File: src/rtl/mercury_dac_if.sv
// mercury_dac_if: mixes PSG+PCM audio per channel, converts to 12-bit offset
// binary and ships left/right frames to a dual-channel SPI DAC, then pulses
// LDAC so both channels update together.
module mercury_dac_if #(
    parameter int unsigned CLK_DIV   = 2,
    parameter logic [3:0]  CMD_LEFT  = 4'b0011,
    parameter logic [3:0]  CMD_RIGHT = 4'b1011
) (
    input  logic        clk,
    input  logic        rst,
    input  logic        next_sample,
    input  logic [15:0] psg_left,
    input  logic [15:0] psg_right,
    input  logic [15:0] pcm_left,
    input  logic [15:0] pcm_right,
    input  logic        overrun_clr,
    output logic        dac_cs_n,
    output logic        dac_sclk,
    output logic        dac_sdi,
    output logic        dac_ldac_n,
    output logic        busy,
    output logic        overrun
);

    localparam int unsigned SW = 16;   // sample width
    localparam int unsigned DW = 12;   // DAC data width
    localparam int unsigned FW = 16;   // SPI frame width
    localparam int unsigned CW = 4;    // phase counter width (covers 2*7-1)
    localparam int unsigned BW = 4;    // bit index width

    localparam logic [CW-1:0] HALF_LAST = CW'(CLK_DIV - 1);
    localparam logic [CW-1:0] GAP_LAST  = CW'(2 * CLK_DIV - 1);
    localparam logic [BW-1:0] BIT_LAST  = BW'(FW - 1);

    typedef enum logic [2:0] {
        ST_IDLE,
        ST_L_SETUP,
        ST_L_SHIFT,
        ST_L_GAP,
        ST_R_SETUP,
        ST_R_SHIFT,
        ST_R_GAP,
        ST_LDAC
    } state_t;

    // Saturating 17-bit add, then top 12 bits with the sign flipped to offset binary
    function automatic logic [DW-1:0] f_mix(input logic [SW-1:0] a, input logic [SW-1:0] b);
        logic [SW:0]   sum;
        logic [SW-1:0] sat;
        sum = {a[SW-1], a} + {b[SW-1], b};
        if (sum[SW] != sum[SW-1]) begin
            sat = sum[SW] ? 16'h8000 : 16'h7FFF;
        end else begin
            sat = sum[SW-1:0];
        end
        return {~sat[SW-1], sat[SW-2:SW-DW]};
    endfunction

    state_t         r_state;
    logic [CW-1:0]  r_cnt;
    logic [BW-1:0]  r_bit;
    logic [FW-1:0]  r_sh;
    logic [FW-1:0]  r_frame_r;
    logic           r_cs_n;
    logic           r_sclk;
    logic           r_sdi;
    logic           r_ldac_n;
    logic           r_busy;
    logic           r_overrun;
    logic           r_slot_vld;
    logic [DW-1:0]  r_slot_l;
    logic [DW-1:0]  r_slot_r;

    logic [DW-1:0]  w_mix_l;
    logic [DW-1:0]  w_mix_r;
    logic [DW-1:0]  w_cap_l;
    logic [DW-1:0]  w_cap_r;
    logic           w_in_xfer;
    logic           w_start;
    logic           w_half_end;
    logic           w_gap_end;

    assign w_mix_l    = f_mix(psg_left,  pcm_left);
    assign w_mix_r    = f_mix(psg_right, pcm_right);
    // A waiting sample is older than a strobe arriving in the same cycle, so it goes first
    assign w_cap_l    = r_slot_vld ? r_slot_l : w_mix_l;
    assign w_cap_r    = r_slot_vld ? r_slot_r : w_mix_r;
    assign w_in_xfer  = (r_state != ST_IDLE);
    assign w_start    = !w_in_xfer && (next_sample || r_slot_vld);
    assign w_half_end = (r_cnt == HALF_LAST);
    assign w_gap_end  = (r_cnt == GAP_LAST);

    assign dac_cs_n   = r_cs_n;
    assign dac_sclk   = r_sclk;
    assign dac_sdi    = r_sdi;
    assign dac_ldac_n = r_ldac_n;
    assign busy       = r_busy;
    assign overrun    = r_overrun;

    // Pending slot and sticky overrun flag (set wins over clear)
    always_ff @(posedge clk) begin
        if (rst) begin
            r_slot_vld <= 1'b0;
            r_slot_l   <= '0;
            r_slot_r   <= '0;
            r_overrun  <= 1'b0;
        end else begin
            if (w_in_xfer) begin
                if (next_sample) begin
                    r_slot_vld <= 1'b1;
                    r_slot_l   <= w_mix_l;
                    r_slot_r   <= w_mix_r;
                end
            end else if (r_slot_vld) begin
                r_slot_vld <= next_sample;
                if (next_sample) begin
                    r_slot_l <= w_mix_l;
                    r_slot_r <= w_mix_r;
                end
            end

            if (w_in_xfer && next_sample && r_slot_vld) begin
                r_overrun <= 1'b1;
            end else if (overrun_clr) begin
                r_overrun <= 1'b0;
            end
        end
    end

    // Transfer sequencer: setup, 16 SCLK bits, gap per channel, then LDAC pulse
    always_ff @(posedge clk) begin
        if (rst) begin
            r_state   <= ST_IDLE;
            r_cnt     <= '0;
            r_bit     <= '0;
            r_sh      <= '0;
            r_frame_r <= '0;
            r_cs_n    <= 1'b1;
            r_sclk    <= 1'b0;
            r_sdi     <= 1'b0;
            r_ldac_n  <= 1'b1;
            r_busy    <= 1'b0;
        end else begin
            case (r_state)
                ST_IDLE: begin
                    if (w_start) begin
                        r_sh      <= {CMD_LEFT, w_cap_l};
                        r_frame_r <= {CMD_RIGHT, w_cap_r};
                        r_sdi     <= CMD_LEFT[3];
                        r_cs_n    <= 1'b0;
                        r_busy    <= 1'b1;
                        r_cnt     <= '0;
                        r_state   <= ST_L_SETUP;
                    end
                end

                ST_L_SETUP, ST_R_SETUP: begin
                    if (w_half_end) begin
                        r_cnt   <= '0;
                        r_bit   <= '0;
                        r_sclk  <= 1'b1;
                        r_state <= (r_state == ST_L_SETUP) ? ST_L_SHIFT : ST_R_SHIFT;
                    end else begin
                        r_cnt <= r_cnt + CW'(1);
                    end
                end

                ST_L_SHIFT, ST_R_SHIFT: begin
                    if (w_half_end) begin
                        r_cnt <= '0;
                        if (r_sclk) begin
                            // Falling edge: present the next bit; zeros trail the last one
                            r_sclk <= 1'b0;
                            r_sdi  <= r_sh[FW-2];
                            r_sh   <= {r_sh[FW-2:0], 1'b0};
                        end else if (r_bit == BIT_LAST) begin
                            r_cs_n  <= 1'b1;
                            r_sdi   <= 1'b0;
                            r_state <= (r_state == ST_L_SHIFT) ? ST_L_GAP : ST_R_GAP;
                        end else begin
                            r_bit  <= r_bit + BW'(1);
                            r_sclk <= 1'b1;
                        end
                    end else begin
                        r_cnt <= r_cnt + CW'(1);
                    end
                end

                ST_L_GAP: begin
                    if (w_gap_end) begin
                        r_cnt   <= '0;
                        r_sh    <= r_frame_r;
                        r_sdi   <= r_frame_r[FW-1];
                        r_cs_n  <= 1'b0;
                        r_state <= ST_R_SETUP;
                    end else begin
                        r_cnt <= r_cnt + CW'(1);
                    end
                end

                ST_R_GAP: begin
                    if (w_gap_end) begin
                        r_cnt    <= '0;
                        r_ldac_n <= 1'b0;
                        r_state  <= ST_LDAC;
                    end else begin
                        r_cnt <= r_cnt + CW'(1);
                    end
                end

                ST_LDAC: begin
                    if (w_gap_end) begin
                        r_cnt    <= '0;
                        r_ldac_n <= 1'b1;
                        r_busy   <= 1'b0;
                        r_state  <= ST_IDLE;
                    end else begin
                        r_cnt <= r_cnt + CW'(1);
                    end
                end

                default: begin
                    r_state <= ST_IDLE;
                end
            endcase
        end
    end

endmodule

File: config.mk
export PLATFORM = sky130hd
export DESIGN_NAME = mercury_dac_if
export DESIGN_NICKNAME = d
export VERILOG_FILES = /design/src/rtl/mercury_dac_if.sv
export SDC_FILE = /design/constraint.sdc
export NUM_CORES = 1
export LEC_CHECK = 0
export ABC_AREA = 1
export BUFFER_PORTS_ARGS = -buffer_cell sky130_fd_sc_hd__buf_2
export CAP_MARGIN = 25
export CORE_ASPECT_RATIO = 1.75
export CORE_MARGIN = 1
export CORE_UTILIZATION = 60
export CTS_CLUSTER_SIZE = 25
export DETAILED_ROUTE_END_ITERATION = 10
export PLACE_DENSITY = 0.82
export SYNTH_ARGS = -nofsm -noshare
export SYNTH_HDL_FRONTEND = slang
export SYNTH_SLANG_ARGS = --single-unit
File: constraint.sdc
create_clock -name clk -period 6.55 [get_ports clk]
set_input_delay 1.6375 -clock clk [delete_from_list [all_inputs] [get_ports clk]]
set_output_delay 1.6375 -clock clk [all_outputs]
set_load 0.05 [all_outputs]
==> impl_results.rst, run 1 <==
.. list-table::
   :header-rows: 1

   * - Metric
     - Value
   * - Combined global-route utilization of all metal layers
     - roughly 30%
   * - RSZ-0062 raised after global routing
     - no
   * - Count of mapped cells out of synthesis
     - 780
   * - # hold bufs at CTS
     - 0
   * - Total setup buffers inserted after CTS
     - 0
   * - EDFF count, synth
     - 0
   * - Sequential-to-total area share from yosys stat
     - 26.4%
   * - Register-to-Register Path Depth
     - 13
   * - Crit Path Category
     - input port to register
   * - Setup violators final
     - 0
   * - Number of I/O pins
     - 74
   * - Worst hold path stage count
     - 2
   * - Routed vias
     - between 5k and 6k
   * - Proportion of layout cells with a drive suffix above 1
     - about a fifth
   * - Routed WL per cell
     - 13.5 µm
   * - R2r endpoint
     - r_sh[2]
   * - Power spent charging and discharging nets
     - 0.970 mW
   * - Share of the clock period used by the worst path after layout
     - between 60% and 70%
   * - Root cell of the clock tree
     - sky130_fd_sc_hd__clkbuf_16
   * - Hold WS
     - 0.463 ns
   * - Startpoint types
     - input port
   * - Share of power burned in the clock network
     - 25.0%
   * - Fraction of synthesized cell area taken by the top area cell type
     - 26.4%
   * - Cell Int Power
     - 1.29 mW
   * - Number of buffers created by CTS
     - 9
   * - Vias in the first global route
     - ~5.2k
   * - Die Outline Area
     - 9250 µm²
   * - Number of placement rows
     - 45
   * - Syn Area/Cell
     - roughly 7 µm²
   * - Worst Setup Slack, final
     - 2.39 ns
   * - Post-layout power
     - roughly 2.3 mW
   * - Syn. warnings
     - 0
   * - Source of the worst hold timing path
     - r_frame_r[12]
   * - Gr ovfl total
     - 0
   * - Post-route DRC
     - 0
   * - Placeable Area
     - 8610 µm²
   * - Max-slew violations
     - 0
   * - Dominant cell by count in the synthesized netlist
     - sky130_fd_sc_hd__nand2_1
   * - Clock slew at the register clock pins of the worst setup and hold paths
     - 0.06 ns
   * - Fmax
     - 0.240 GHz
   * - Switch share
     - 42.9%
   * - Worst vdd ir
     - 0.189 mV
   * - Wire length of the first global-routing pass
     - 21800 µm
   * - Netlist area before placement
     - 5320 µm²
   * - Summed negative setup slack over all endpoints
     - 0 ns
   * - Port-buffer cells
     - 73
   * - Dominant cells by area after synthesis
     - sky130_fd_sc_hd__dfxtp_1, sky130_fd_sc_hd__nand2_1, sky130_fd_sc_hd__ha_1, sky130_fd_sc_hd__nand3_1, sky130_fd_sc_hd__nor2_1
   * - Worst setup slack after placement
     - 2.12 ns
   * - Share of power burned in combinational logic
     - 46.4%
   * - PwrDens
     - between 300 and 400 nW/µm²
   * - Hold Crit Endpoint
     - r_frame_r[12]
   * - List of most frequent post-synthesis cells
     - sky130_fd_sc_hd__nand2_1, sky130_fd_sc_hd__nor2_1, sky130_fd_sc_hd__inv_1
   * - Final Hold Vio Count
     - 0
   * - Top_reg_cell synth
     - sky130_fd_sc_hd__dfxtp_1
   * - Number of nets in the layout
     - about 940
   * - Post-route antenna net violation count
     - 0
   * - Cells resized by post-CTS repair
     - 0
   * - Required @ worst endpoint
     - between 6 and 7 ns
   * - Source-to-sink clock delay at the later pin of the worst-skew pair
     - between 0.3 and 0.4 ns
   * - Highest fanout seen on the critical path
     - 22
   * - Number of register bits inferred by synthesis
     - 70
   * - Maximum level of the CTS H-tree
     - 3
   * - Async set or reset register ratio after synthesis
     - 0%
   * - Number of antenna violations at the first check in global routing
     - 0
   * - Arr. time, crit path
     - 4.43 ns
   * - Die Height
     - 127 µm
   * - Filler cells
     - between 700 and 800
   * - CTS tree
     - done
   * - Initial standard-cell utilization of the core
     - 61.7%
   * - Number of inserted diodes
     - 0
   * - Result of the run
     - completed
   * - Reg power frac
     - 28.6%
   * - Reg-to-reg slack, setup
     - 3.53 ns
   * - Max clock buf depth
     - 2
   * - Horiz. Die Dim
     - 73.1 µm
   * - Leak Pwr
     - 3.05 nW
   * - Max_slew headroom
     - 43.8%
   * - Area of all placed cells without fillers
     - between 6000 and 7000 µm²
   * - Library cell with the largest summed area after synthesis
     - sky130_fd_sc_hd__dfxtp_1
   * - 1st-iter DRT viols
     - 269
   * - Wirelength, routed
     - 13000 µm
   * - Number of nets in the synthesized netlist
     - 887
   * - Area added between synthesis and finish
     - 13.3%
   * - Synth cell types
     - 49
   * - Cell area after placement
     - about 5700 µm²
   * - Avg Vias per Cell
     - 5.69
   * - Launch point of the worst reg-to-reg path
     - r_state[0]
   * - Final HPWL DP
     - slightly below 10000 µm
   * - Worst setup EP type
     - register
   * - Number of optimization iterations in the first detailed-route pass
     - 5
   * - Max-cap violation count
     - 0
   * - Transition time at the pin with the least slew margin
     - between 0.8 and 0.9 ns
   * - Final setup skew
     - 0.00599 ns
   * - Largest net degree at the start of global routing
     - 50
   * - Min cycle time layout
     - approximately 4.2 ns
   * - Count of clock tree sinks
     - 70
   * - Routability congestion estimate
     - 0.879
   * - Min-Delay Path Class
     - register to register
-- critical path, stage by stage --
cell                      delay, ns
sky130_fd_sc_hd__buf_2         0.10
sky130_fd_sc_hd__ha_1          0.34
sky130_fd_sc_hd__a21oi_1       0.19
sky130_fd_sc_hd__nor2_1        0.05
sky130_fd_sc_hd__or2_2         0.26
sky130_fd_sc_hd__a21oi_1       0.16
sky130_fd_sc_hd__nand2_1       0.07
sky130_fd_sc_hd__nand2_1       0.08
sky130_fd_sc_hd__nand2_1       0.07
sky130_fd_sc_hd__xor2_1        0.18
sky130_fd_sc_hd__inv_1         0.07
sky130_fd_sc_hd__ha_1          0.39
sky130_fd_sc_hd__nand3_2       0.38
sky130_fd_sc_hd__nand3_1       0.22
sky130_fd_sc_hd__nand2_1       0.08
sky130_fd_sc_hd__a21oi_1       0.14
-- power by group through the flow --
| stage | combinational (mW) | sequential (mW) | clock (mW) |
|---|---|---|---|
| CTS | 1.04 | 0.642 | 0.567 |
| detailed placement | 1.03 | 0.648 | 0 |
| finish | 1.05 | 0.647 | 0.565 |
| global placement | 0.994 | 0.644 | 0 |
| global route | 1.18 | 0.659 | 0.587 |
| floorplan | 0.841 | 0.644 | 0 |
-- sequential cells by signal, indices dropped and copies added (netlist names), 3 cells and up --
name	count
r_sh	15
r_frame_r	13
r_slot_l	12
r_slot_r	12
r_bit	4
r_cnt	4
r_state	3
-- kinds of logic (layout without fill, tap and decap cells) --
family	after synthesis	after routing	share of synthesized area, %
and+or+nand+nor	366	366	31.6
AOI/OAI and AO/OA	174	174	21.6
adders and majority gates	39	39	9.18
buffers and inverters	120	181	9.42
xor gates and xnor gates	11	11	1.81
DFF	70	70	26.4
-- placed cells by master, fill, tap and decap left out, drive strengths merged, types with 10 or more instances in the layout --
cell    netlist  layout
inv          90      90
buf          19      74
nand3        83      83
dfxtp        70      70
ha           39      39
nor2         93      93
o21ai        44      44
a221oi       11      11
nor3         10      10
clkbuf       10      10
o211ai       24      24
a21oi        73      73
nand2       166     166
-- per-stage QoR --
stage,util (%),instances
final,69.9,958
after global routing,69.9,958
after CTS,69.9,958
after floorplan,-,780
after detailed placement,65.9,942
after global placement,65.9,942
-- cell type report --
| cell class | instances | area (µm²) | area share (%) |
|---|---|---|---|
| multi-input combinational | 590 | 3410 | 56.7 |
| timing repair buffer | 74 | 373 | 6.19 |
| clock inverter | 6 | 109 | 1.81 |
| tap | 117 | 146 | 2.43 |
| clock buffer | 10 | 239 | 3.97 |
| inverter | 91 | 342 | 5.67 |
| sequential | 70 | 1400 | 23.3 |
-- routing by layer --
metal,global-route usage (%),routed length [µm],up-vias
li1,-,-,2738
met1,30.8,5010,2525
met2,53.6,6790,146
met3,5.32,455,44
met4,17.8,702,0
met5,0,0,-
-- worst max-delay path by stage --
| stage | slack, ns | from | to |
|---|---|---|---|
| 2_1_floorplan | 2.63 | psg_left[11] | r_slot_l[2] |
| 3_3_place_gp | 2.24 | psg_left[11] | r_sh[1] |
| 3_5_place_dp | 2.12 | psg_left[11] | r_sh[9] |
| 4_1_cts | 2.40 | psg_left[11] | r_sh[9] |
| 5_1_grt | 2.12 | psg_left[11] | r_sh[9] |
| 6_report | 2.39 | psg_left[11] | r_sh[9] |
Power figures use the tool's default switching activity.
==> inputs of run 2 (changes only) <==
- CORE_UTILIZATION: 60 -> 59
- PLACE_DENSITY: 0.82 -> 0.81
- clock period: 6.55 -> 4.3 ns (I/O delays scaled with it)
==> run 2 against run 1 <==
Net effect: sequential power up 52%; combinational power is 51% higher; critical path depth unchanged; die area rose by 1.7%; flip-flop and latch count is the same; non-clock buffer count rose by 1; critical endpoint is now r_sh[4]; clock skew is 0.00089 ns lower; largest cell class unchanged; highest routed layer unchanged; sequential share of layout area unchanged; design area did not move.
==> impl_results.rst, run 2 (synthesis gave the netlist of run 1 again) <==
.. list-table::
   :header-rows: 1

   * - Metric
     - Value
   * - Post-route antenna net violation count
     - 0 (unchanged)
   * - Largest net degree at the start of global routing
     - 47 (-6.0%)
   * - Number of placement rows
     - 45 (unchanged)
   * - Vias in the first global route
     - 5029 (-2.5%)
   * - Number of antenna violations at the first check in global routing
     - 0 (unchanged)
   * - Min cycle time layout
     - between 3 and 4 ns
   * - Horiz. Die Dim
     - 73.8 µm (+0.83%)
   * - 1st-iter DRT viols
     - 290 (+7.8%)
   * - Most frequent cells in the layout
     - sky130_fd_sc_hd__nand2_1, sky130_fd_sc_hd__nor2_1, sky130_fd_sc_hd__inv_1, sky130_fd_sc_hd__buf_2
   * - Share of the clock period used by the worst path after layout
     - 83.2%
   * - Maximum level of the CTS H-tree
     - 3 (unchanged)
   * - Routed vias
     - 5382 (-1.3%)
   * - Number of nets in the layout
     - 944 (+0.11%)
   * - # hold bufs at CTS
     - 0 (unchanged)
   * - Die Outline Area
     - 9410 µm² (+1.7%)
   * - Start point of the critical path
     - psg_left[11]
   * - Proportion of layout cells with a drive suffix above 1
     - 19.7% (+0.095 points)
   * - Setup violators final
     - 0 (unchanged)
   * - Wirelength, routed
     - 12700 µm (-1.9%)
   * - Min-Delay Path Class
     - register to register
   * - Source of the worst hold timing path
     - r_frame_r[12]
   * - Combined global-route utilization of all metal layers
     - 28.6% (-1.1 points)
   * - Wire length of the first global-routing pass
     - 21400 µm (-1.9%)
   * - Cells resized by post-CTS repair
     - 0 (unchanged)
   * - Required @ worst endpoint
     - 4.56 ns (-2.25 ns)
   * - RSZ-0062 raised after global routing
     - no
   * - Count of clock tree sinks
     - 70 (unchanged)
   * - CTS tree
     - done
   * - Summed negative setup slack over all endpoints
     - 0 ns (unchanged)
   * - Max-slew violations
     - 0 (unchanged)
   * - Fmax
     - 0.279 GHz
   * - Post-route DRC
     - 0 (unchanged)
   * - Avg Vias per Cell
     - 5.61 (-1.4%)
   * - Cell area after placement
     - 5680 µm² (unchanged)
   * - Launch point of the worst reg-to-reg path
     - r_state[0]
   * - Flip-flop count of the largest register after layout
     - 15 (unchanged)
   * - Source-to-sink clock delay at the later pin of the worst-skew pair
     - 0.33 ns (about the same)
   * - Final design utilization
     - 69.0% (-0.90 points)
   * - Arr. time, crit path
     - 3.84 ns (-0.59 ns)
   * - Clock slew at the register clock pins of the worst setup and hold paths
     - 0.05 ns (about the same)
   * - Gr ovfl total
     - 0 (unchanged)
   * - Highest fanout seen on the critical path
     - 22 (unchanged)
   * - Startpoint types
     - input port
   * - Routed WL per cell
     - 13.3 µm (-2.0%)
   * - Placeable Area
     - 8730 µm² (+1.3%)
   * - Area added between synthesis and finish
     - 13.3% (unchanged)
   * - Die Height
     - 128 µm (+0.83%)
   * - Max-cap violation count
     - 0 (unchanged)
   * - Commonest non-fill, non-tap cell in the layout
     - sky130_fd_sc_hd__nand2_1
   * - Number of I/O pins
     - 74 (unchanged)
   * - Leak Pwr
     - 3.05 nW (about the same)
   * - Final HPWL DP
     - 9620 µm (-1.1%)
   * - Area of all placed cells without fillers
     - 6020 µm² (unchanged)
   * - Result of the run
     - completed
   * - Number of inserted diodes
     - 0 (unchanged)
   * - Crit Path Category
     - input port to register
   * - Root cell of the clock tree
     - sky130_fd_sc_hd__clkbuf_16
   * - Final setup skew
     - 0.00509 ns (-0.000893 ns)
   * - Transition time at the pin with the least slew margin
     - 0.828 ns (-0.0130 ns)
   * - Final Hold Vio Count
     - 0 (unchanged)
   * - Max clock buf depth
     - 2 (unchanged)
   * - Port-buffer cells
     - 73 (unchanged)
   * - Worst vdd ir
     - 0.386 mV (+100%)
   * - Routability congestion estimate
     - 0.865 (-1.6%)
   * - Max_slew headroom
     - 44.7% (+0.87 points)
   * - Total setup buffers inserted after CTS
     - 0 (unchanged)
   * - Initial standard-cell utilization of the core
     - 60.9% (-0.80 points)
   * - Top reg by flops
     - r_sh
   * - Top Registers
     - r_sh x15, r_frame_r x13
   * - Worst setup EP type
     - register
   * - Number of buffers created by CTS
     - 9 (unchanged)
   * - Number of optimization iterations in the first detailed-route pass
     - 5 (unchanged)
   * - PwrDens
     - 556 nW/µm² (+48%)
run 2: layout make-up:
| cell class | count | area (µm²) |
|---|---|---|
| Clock buffer | 13 | 280 |
| Clock inverter | 3 | 40.0 |
| Fill cell | 759 | 2700 |
| Inverter | 91 | 342 |
| Multi-Input combinational cell | 590 | 3410 |
| Sequential cell | 70 | 1400 |
| Tap cell | 117 | 146 |
| Timing Repair Buffer | 75 | 400 |
run 2: where the power goes:
| part | leakage [nW] | total [mW] | internal (mW) | switching (mW) |
|---|---|---|---|---|
| clock network | 0.162 | 0.778 | 0.510 | 0.268 |
| registers | 0.576 | 0.982 | 0.843 | 0.139 |
| logic | 2.31 | 1.59 | 0.543 | 1.05 |
| total | 3.05 | 3.35 | 1.90 | 1.45 |
run 2: through the flow:
stage / power [mW] / cells / hold WS (ns) / setup WS [ns]
3_5_place_dp: 2.55 / 942 / 0.454 / 0.413
5_1_grt: 3.62 / 959 / 0.497 / 0.394
2_1_floorplan: 2.26 / 780 / 0.429 / 0.945
4_1_cts: 3.35 / 958 / 0.468 / 0.737
3_3_place_gp: 2.49 / 942 / 0.447 / 0.542
6_report: 3.35 / 959 / 0.469 / 0.720
run 2: path summary, 6_finish.rpt:
| check | depth (start not counted) | slack [ns] | end |
|---|---|---|---|
| worst max register to register | 13 | 1.25 | r_sh[1] |
| worst min-delay path | 2 | 0.47 | r_frame_r[12] |
| worst max-delay path | 16 | 0.72 | r_sh[4] |
| worst min register to register | 2 | 0.47 | r_frame_r[12] |
run 2: per-layer routing:
metal / track usage, % / vias to the layer above / wire (µm)
met1: 30.7 / 2486 / 5090
met5: 0 / - / 0
li1: - / 2741 / -
met3: 4.73 / 30 / 373
met2: 53.0 / 125 / 6830
met4: 12.0 / 0 / 421
run 2: worst max-delay path, cell delays in order:
cell                      delay [ns]
sky130_fd_sc_hd__buf_2          0.10
sky130_fd_sc_hd__ha_1           0.34
sky130_fd_sc_hd__a21oi_1        0.19
sky130_fd_sc_hd__nor2_1         0.05
sky130_fd_sc_hd__or2_2          0.26
sky130_fd_sc_hd__a21oi_1        0.16
sky130_fd_sc_hd__nand2_1        0.07
sky130_fd_sc_hd__nand2_1        0.07
sky130_fd_sc_hd__nand2_1        0.06
sky130_fd_sc_hd__xor2_1         0.20
sky130_fd_sc_hd__inv_1          0.08
sky130_fd_sc_hd__ha_1           0.39
sky130_fd_sc_hd__nand3_2        0.39
sky130_fd_sc_hd__nand3_1        0.21
sky130_fd_sc_hd__nand2_1        0.08
sky130_fd_sc_hd__a21oi_1        0.11
